==> src/rtl/ffo_pkg.sv <==
// Shared types and helpers for the find-first-one / normalise pipeline.
package ffo_pkg;

  // Search direction carried with each transaction.
  typedef enum logic {
    FFO_MSB = 1'b0,
    FFO_LSB = 1'b1
  } ffo_mode_t;

  // Widest legal operand is 64 bits; the zero count then needs 7 bits.
  localparam int FFO_MAX_WIDTH = 64;
  localparam int FFO_CNT_MAX_W = 7;

  // Count reported for an all-zero operand: every bit was skipped.
  function automatic logic [FFO_CNT_MAX_W-1:0] ffo_zero_count(input int unsigned width);
    return FFO_CNT_MAX_W'(width);
  endfunction

endpackage

==> src/rtl/ffo_normalize_pipe_if.sv <==
// Input/output handshake bundle for ffo_normalize_pipe.
interface ffo_normalize_pipe_if #(
  parameter int WIDTH = 32
);
  localparam int IDX_W = $clog2(WIDTH);
  localparam int CNT_W = $clog2(WIDTH + 1);

  logic             inValid;
  logic             inReady;
  logic [WIDTH-1:0] inData;
  logic             inMode;
  logic             outValid;
  logic             outReady;
  logic             outFound;
  logic [IDX_W-1:0] outIndex;
  logic [CNT_W-1:0] outCount;
  logic [WIDTH-1:0] outData;
  logic             outMode;

  // Producer/consumer side (drives operands, accepts results).
  modport master (
    output inValid, inData, inMode, outReady,
    input  inReady, outValid, outFound, outIndex, outCount, outData, outMode
  );

  // The normalise unit itself.
  modport slave (
    input  inValid, inData, inMode, outReady,
    output inReady, outValid, outFound, outIndex, outCount, outData, outMode
  );
endinterface

==> src/rtl/ffo_encode.sv <==
// Combinational find-first-one encoder built as a halving tree.
// The operand is zero-padded to a power of two; each tree node merges two
// halves, picking the upper half (MSB search) or the lower half (LSB search)
// when it holds a one. Padding bits are zero, so the index never points past
// WIDTH-1, and an all-zero operand yields index 0.
module ffo_encode
  import ffo_pkg::*;
#(
  parameter  int WIDTH = 32,
  localparam int IDX_W = $clog2(WIDTH)
) (
  input  logic [WIDTH-1:0] i_data,
  input  ffo_mode_t        i_mode,
  output logic             o_found,
  output logic [IDX_W-1:0] o_index
);

  localparam int P = 1 << IDX_W;

  logic [P-1:0]     w_pad;
  // Heap-ordered tree: node n has children 2n (low half) and 2n+1 (high half);
  // leaves P..2P-1 are the operand bits, node 1 is the root.
  logic [2*P-1:1]   w_f;
  logic [IDX_W-1:0] w_i [1:2*P-1];

  assign w_pad = P'(i_data);

  // Evaluate the tree level by level from the leaves up to the root.
  always_comb begin
    w_f = '0;
    for (int n = 1; n < 2 * P; n++) begin
      w_i[n] = '0;
    end
    for (int n = 0; n < P; n++) begin
      w_f[P + n] = w_pad[n];
    end
    for (int l = 1; l <= IDX_W; l++) begin
      for (int n = (P >> l); n < (P >> (l - 1)); n++) begin
        logic v_sel;
        if (i_mode == FFO_MSB) begin
          v_sel = w_f[2*n+1];
        end else begin
          v_sel = !w_f[2*n] && w_f[2*n+1];
        end
        w_f[n]      = w_f[2*n] | w_f[2*n+1];
        w_i[n]      = v_sel ? w_i[2*n+1] : w_i[2*n];
        w_i[n][l-1] = v_sel;
      end
    end
  end

  assign o_found = w_f[1];
  assign o_index = w_i[1];

endmodule

==> src/rtl/ffo_normalize_pipe.sv <==
// Two-stage find-first-one and normalise pipeline with valid/ready flow control.
// Stage 1 registers the operand together with the encoder result; stage 2
// derives the zero count, barrel-shifts the operand and holds the result until
// the consumer takes it.
module ffo_normalize_pipe
  import ffo_pkg::*;
#(
  parameter  int WIDTH = 32,
  localparam int IDX_W = $clog2(WIDTH),
  localparam int CNT_W = $clog2(WIDTH + 1)
) (
  input  logic              clock,
  input  logic              resetN,
  ffo_normalize_pipe_if.slave bus
);

  localparam logic [CNT_W-1:0] ZERO_CNT = CNT_W'(ffo_zero_count(WIDTH));

  // Stage-1 payload: the operand plus what the encoder found in it.
  typedef struct packed {
    logic [WIDTH-1:0] data;
    ffo_mode_t        mode;
    logic             found;
    logic [IDX_W-1:0] index;
  } s1_payload_t;

  logic        r_s1_valid;
  s1_payload_t r_s1;

  logic             r_out_valid;
  logic             r_out_found;
  logic [IDX_W-1:0] r_out_index;
  logic [CNT_W-1:0] r_out_count;
  logic [WIDTH-1:0] r_out_data;
  logic             r_out_mode;

  logic             w_s2_free;
  logic             w_s1_free;
  logic             w_in_xfer;
  logic             w_s2_load;
  ffo_mode_t        w_in_mode;
  logic             w_enc_found;
  logic [IDX_W-1:0] w_enc_index;
  logic [CNT_W-1:0] w_count;
  logic [WIDTH-1:0] w_norm;

  // Each stage may advance when the stage after it is empty or draining.
  assign w_s2_free = !r_out_valid || bus.outReady;
  assign w_s1_free = !r_s1_valid || w_s2_free;
  assign w_in_xfer = bus.inValid && w_s1_free;
  assign w_s2_load = r_s1_valid && w_s2_free;
  assign w_in_mode = ffo_mode_t'(bus.inMode);

  ffo_encode #(
    .WIDTH (WIDTH)
  ) u_encode (
    .i_data  (bus.inData),
    .i_mode  (w_in_mode),
    .o_found (w_enc_found),
    .o_index (w_enc_index)
  );

  // Stage 1: capture the operand and encoder result on an input transfer.
  always_ff @(posedge clock) begin
    if (!resetN) begin
      r_s1_valid <= 1'b0;
      r_s1       <= '0;
    end else if (w_in_xfer) begin
      r_s1_valid <= 1'b1;
      r_s1.data  <= bus.inData;
      r_s1.mode  <= w_in_mode;
      r_s1.found <= w_enc_found;
      r_s1.index <= w_enc_index;
    end else if (w_s2_load) begin
      r_s1_valid <= 1'b0;
    end
  end

  // Zero count and normalising shift; counts stay within CNT_W so no wrap occurs.
  always_comb begin
    w_count = ZERO_CNT;
    w_norm  = '0;
    if (r_s1.found) begin
      if (r_s1.mode == FFO_LSB) begin
        w_count = CNT_W'(r_s1.index);
        w_norm  = r_s1.data >> w_count;
      end else begin
        w_count = CNT_W'(WIDTH - 1) - CNT_W'(r_s1.index);
        w_norm  = r_s1.data << w_count;
      end
    end
  end

  // Stage 2: load a new result, or drop valid once the consumer has taken it.
  always_ff @(posedge clock) begin
    if (!resetN) begin
      r_out_valid <= 1'b0;
      r_out_found <= 1'b0;
      r_out_index <= '0;
      r_out_count <= '0;
      r_out_data  <= '0;
      r_out_mode  <= 1'b0;
    end else if (w_s2_load) begin
      r_out_valid <= 1'b1;
      r_out_found <= r_s1.found;
      r_out_index <= r_s1.index;
      r_out_count <= w_count;
      r_out_data  <= w_norm;
      r_out_mode  <= r_s1.mode;
    end else if (bus.outReady) begin
      r_out_valid <= 1'b0;
    end
  end

  assign bus.inReady  = w_s1_free;
  assign bus.outValid = r_out_valid;
  assign bus.outFound = r_out_found;
  assign bus.outIndex = r_out_index;
  assign bus.outCount = r_out_count;
  assign bus.outData  = r_out_data;
  assign bus.outMode  = r_out_mode;

endmodule

==> src/flat_wrapper.sv <==
// flat-port wrapper written by rule: the top's interface ports become plain ports
module ffo_normalize_pipe_flat import ffo_pkg::*;
#(
  parameter  int WIDTH = 32,
  localparam int IDX_W = $clog2(WIDTH),
  localparam int CNT_W = $clog2(WIDTH + 1)
)
  (clock, resetN, bus_inValid, bus_inData, bus_inMode, bus_outReady, bus_inReady, bus_outValid, bus_outFound, bus_outIndex, bus_outCount, bus_outData, bus_outMode);
  ffo_normalize_pipe_if #(.WIDTH(WIDTH)) bus_i ();
  input  logic clock;
  input  logic resetN;
  input wire logic [$bits(bus_i.inValid)-1:0] bus_inValid;
  input wire logic [$bits(bus_i.inData)-1:0] bus_inData;
  input wire logic [$bits(bus_i.inMode)-1:0] bus_inMode;
  input wire logic [$bits(bus_i.outReady)-1:0] bus_outReady;
  output wire logic [$bits(bus_i.inReady)-1:0] bus_inReady;
  output wire logic [$bits(bus_i.outValid)-1:0] bus_outValid;
  output wire logic [$bits(bus_i.outFound)-1:0] bus_outFound;
  output wire logic [$bits(bus_i.outIndex)-1:0] bus_outIndex;
  output wire logic [$bits(bus_i.outCount)-1:0] bus_outCount;
  output wire logic [$bits(bus_i.outData)-1:0] bus_outData;
  output wire logic [$bits(bus_i.outMode)-1:0] bus_outMode;
  assign bus_i.inValid = bus_inValid;
  assign bus_i.inData = bus_inData;
  assign bus_i.inMode = bus_inMode;
  assign bus_i.outReady = bus_outReady;
  assign bus_inReady = bus_i.inReady;
  assign bus_outValid = bus_i.outValid;
  assign bus_outFound = bus_i.outFound;
  assign bus_outIndex = bus_i.outIndex;
  assign bus_outCount = bus_i.outCount;
  assign bus_outData = bus_i.outData;
  assign bus_outMode = bus_i.outMode;
  ffo_normalize_pipe #(.WIDTH(WIDTH)) u_core (.clock(clock), .resetN(resetN), .bus(bus_i));
endmodule
==> config.mk <==
export PLATFORM = sky130hd
export DESIGN_NAME = ffo_normalize_pipe_flat
export DESIGN_NICKNAME = d
export VERILOG_FILES = /design/src/rtl/ffo_pkg.sv /design/src/rtl/ffo_normalize_pipe_if.sv /design/src/rtl/ffo_encode.sv /design/src/rtl/ffo_normalize_pipe.sv /design/src/flat_wrapper.sv
export SDC_FILE = /design/constraint.sdc
export NUM_CORES = 1
export LEC_CHECK = 0
export ABC_AREA = 0
export CAP_MARGIN = 20
export CORE_MARGIN = 1.5
export CORE_UTILIZATION = 45
export CTS_CLUSTER_DIAMETER = 40
export CTS_CLUSTER_SIZE = 12
export DETAILED_ROUTE_END_ITERATION = 10
export GPL_TIMING_DRIVEN = 0
export PLACE_DENSITY_LB_ADDON = 0.2
export SYNTH_ARGS = -nofsm -noshare
export SYNTH_HDL_FRONTEND = slang
export SYNTH_SLANG_ARGS = --single-unit
==> constraint.sdc <==
create_clock -name clock -period 2.6 [get_ports clock]
set_input_delay 0.52 -clock clock [delete_from_list [all_inputs] [get_ports clock]]
set_output_delay 0.52 -clock clock [all_outputs]
set_load 0.005 [all_outputs]
==> qor_table.md, run 1 <==
| Quantity | This run |
|---|---|
| Critical Path End Type | flop |
| Via count of the first global-routing pass | 6536 |
| Lkg Pwr | 2.68 nW |
| FFs w/ async S/R, synth | 0% |
| Length of routed met3 wiring | 2400 µm |
| Final hold viol count | 0 |
| Core Area | 13800 µm² |
| Worst endpoint data arrival time | 2.78 ns |
| Most common cell after layout, fill and taps aside | sky130_fd_sc_hd__nand2_1 |
| Aggregate routed wire length | 24600 µm |
| Final core occ | 55.4% |
| Count of vias placed by the detailed router | 7051 |
| Routability congestion estimate from global placement | 1.00 |
| GRT Util Overall | 34.0% |
| Number of placement rows | 43 |
| Maximum vdd ir drop | 368 µV |
| Final HPWL from detailed placement | 18500 µm |
| Overflow left after global routing | 0 |
| Length of routed wiring on met1 | 10400 µm |
| Number of buffers created by CTS | 9 |
| Via count normalized by instance count | 6.44 |
| Detailed router's first-iteration violation count | 826 |
| Global-route wire length before repair | 37600 µm |
| Number of antenna repair diodes | 0 |
| Avg Synthesized Cell Area | 7.71 µm² |
| Final-stage net count | 947 |
| Input/output buffers | 81 |
| Starting density of the core | 45.7% |
| Status | finished clean |
| Worst Clk Skew | 0.00920 ns |
| Sequential element share of the synthesized area | 27.4% |
| Actual transition at the worst max-transition pin | 0.833 ns |
| Prevailing post-synth register cell | sky130_fd_sc_hd__dfxtp_1 |
| Drc violations | 0 |
| Unrepaired setup endpoints after global routing | no |
| Total met2 wirelength after detailed routing | 10500 µm |
| H-Tree Depth | 3 |
| Areal power density over the cells | 489 nW/µm² |
| Flop and latch count out of synthesis | 86 |
| Syn_nets | 853 |
| Number of cells in the finished layout apart from fillers | 1095 |
| Topmost layer with routed signal wires | met4 |
| Clock tree from TritonCTS | yes |
| Total clock sinks | 86 |
| Start-to-end type of the worst setup path | primary input to flop |
| Most used cells in the layout excluding fill and tap cells | sky130_fd_sc_hd__nand2_1, sky130_fd_sc_hd__a21oi_1, sky130_fd_sc_hd__dfxtp_1 |
| Worst slew margin relative to its limit | 44.0% |
| Fraction of the cycle the final worst path needs | 98.3% |
| Clock-pin slew on the worst setup and hold paths | 0.07 ns |
| Skew-Pair Late Insertion Delay | 0.36 ns |
| Total placed cells including tap cells | 1077 |
| Count of pins on the block boundary | 84 |
| Number of warnings issued by yosys | 0 |
| Count of flip-flops with a built-in enable after synthesis | 0 |
| Critical path startpoint category | primary input |
| Pins over their slew limit | 0 |
| Maximum clock path buffer count | 2 |
| Final antenna-violating net count | 0 |
| CP Cell Sequence | clkdlybuf4s50_1, nor4_1, nand4_1, nand2_1, o21ai_1, a21oi_1 |
| Mean routed wirelength per cell | 22.5 µm |
| Post-layout minimum cycle time | 2.56 ns |
| DR pass1 iterations | 7 |
| Maximum fanout count along the critical path | 7 |
| Layout cell share with drive strength beyond 1 | 9.73% |
| Setup-violating endpoint count in the final report | 0 |
| Maximum capacitance violations | 0 |
| Smallest hold slack | 0.449 ns |
| Slowest-stage cell, CP | sky130_fd_sc_hd__nor4_1 |
| Number of library cell types mapped by synthesis | 69 |
| Number of antenna violations at the first check in global routing | 0 |
| Min-delay worst type | flop to flop |
| Worst setup slack after layout | 0.0434 ns |
| Largest stage delay on the critical path | 0.63 ns |
| Gate count of the mapped netlist | 816 |
| Data required time at the worst endpoint | 2.83 ns |
| Pin count of the biggest net entering global routing | 18 |
| Die height | 121 µm |
| CTS Root Buffer Type | sky130_fd_sc_hd__clkbuf_16 |
| Width of the die | 121 µm |
| Synthesized area | 6290 µm² |
| Area Growth Syn to Fin | 21.4% |
| Area of the die | 14700 µm² |
| Highest Clock Rate | 0.391 GHz |
| Worst slack at placement | -0.266 ns |
-- synthesized netlist by cell type, drive strengths merged (4+ instances only) --
cell | count | area, µm²
nor3 | 26 | 130
nand2b | 4 | 25.0
a221oi | 10 | 93.8
o31ai | 5 | 37.5
a32oi | 9 | 78.8
mux4 | 21 | 484
o221ai | 5 | 43.8
nand3b | 4 | 30.0
nand2 | 165 | 622
nor2 | 58 | 220
a211oi | 8 | 60.1
a22oi | 6 | 45.0
nand4 | 6 | 37.5
o211ai | 10 | 75.1
o41ai | 4 | 42.6
nand3 | 19 | 95.1
clkbuf | 36 | 135
o21a | 5 | 37.5
a21oi | 89 | 445
mux2i | 42 | 428
or4 | 6 | 45.0
a21o | 6 | 45.0
nor4 | 9 | 56.3
o21ai | 44 | 220
nor2b | 6 | 37.5
and3 | 6 | 37.5
o22ai | 5 | 31.3
a22o | 5 | 43.8
dfxtp | 86 | 1720
inv | 17 | 63.8
mux2 | 23 | 263
buf | 28 | 165
-- power by group --
part,switching (mW),total (mW),internal (mW)
combinational,0.638,1.01,0.374
clock,0.624,1.30,0.673
sequential,0.0594,1.42,1.36
total,1.32,3.73,2.41
-- critical path, delay by kind of cell --
| family | cells | cell delay [ns] |
|---|---|---|
| compound gates | 2 | 0.45 |
| simple gates | 3 | 1.28 |
| buf+inv | 1 | 0.53 |
-- stage by stage --
stage               setup TNS [ns]  cell area (µm²)  power (mW)
finish                           0             7640        3.73
floorplan                        0             6290        2.05
global placement             -2.90             7320        2.42
CTS                              0             7630        3.70
global route                     0             7640        3.85
detailed placement           -2.84             7320        2.42
-- cell families (layout without fill, tap and decap cells) --
kind of cell | after synthesis | after routing | share of synthesized area [%]
xor gates and xnor gates | 3 | 3 | 0.418
AOI/OAI and AO/OA | 247 | 247 | 26.0
and+or+nand+nor | 313 | 313 | 21.7
muxes | 86 | 86 | 18.7
DFF | 86 | 86 | 27.4
buffers and inverters | 81 | 180 | 5.79
-- path summary, 6_finish.rpt --
kind / start / endpoint / slack [ns] / cells after the start
worst max-delay path: bus_inData[18] / u_core.r_s1[2] / 0.04 / 6
worst min-delay path: u_core.bus.outData[0] / u_core.bus.outData[0] / 0.45 / 2
worst max register to register: u_core.r_s1[1] / u_core.bus.outData[0] / 0.09 / 8
worst min register to register: u_core.bus.outData[0] / u_core.bus.outData[0] / 0.45 / 2
-- area by class of cell --
class	count	area [µm²]
Inverter	17	63.8
Timing Repair Buffer	83	828
Multi-Input combinational cell	649	4200
Sequential cell	86	1720
Buffer	64	305
Tap cell	180	225
Clock inverter	7	63.8
Clock buffer	9	225
Fill cell	1395	6140
-- per-layer routing --
metal	up-vias	track usage (%)
met5	-	0
met4	0	16.6
met3	92	6.67
met2	421	50.5
met1	3309	47.1
li1	3229	-
-- flip-flops by register name, indices dropped and copies added, names as in the netlist --
name / cells
u_core.bus.outFound: 1
u_core.bus.outMode: 1
u_core.bus.outData: 32
u_core.r_s1_valid: 1
u_core.bus.outCount: 6
u_core.r_s1: 39
u_core.bus.outValid: 1
u_core.bus.outIndex: 5
-- repair_timing --
item | 4_1_cts | 5_1_grt
hold buffers | 0 | 0
pin swaps | 1 | 0
resized for setup | 0 | 7
endpoints found under the setup margin | 1 | 6
setup buffers | 2 | 0
Power figures use the tool's default switching activity.
==> run 2: changes to the inputs <==
--- a/config.mk
+++ b/config.mk
@@ -6,6 +6,7 @@
 export NUM_CORES = 1
 export LEC_CHECK = 0
 export ABC_AREA = 0
+export ABC_CLOCK_PERIOD_IN_PS = 2600
 export CAP_MARGIN = 20
 export CORE_MARGIN = 1.5
 export CORE_UTILIZATION = 45
==> results of run 2 <==
Final layout, timing and power as in run 1 (identical DEF).
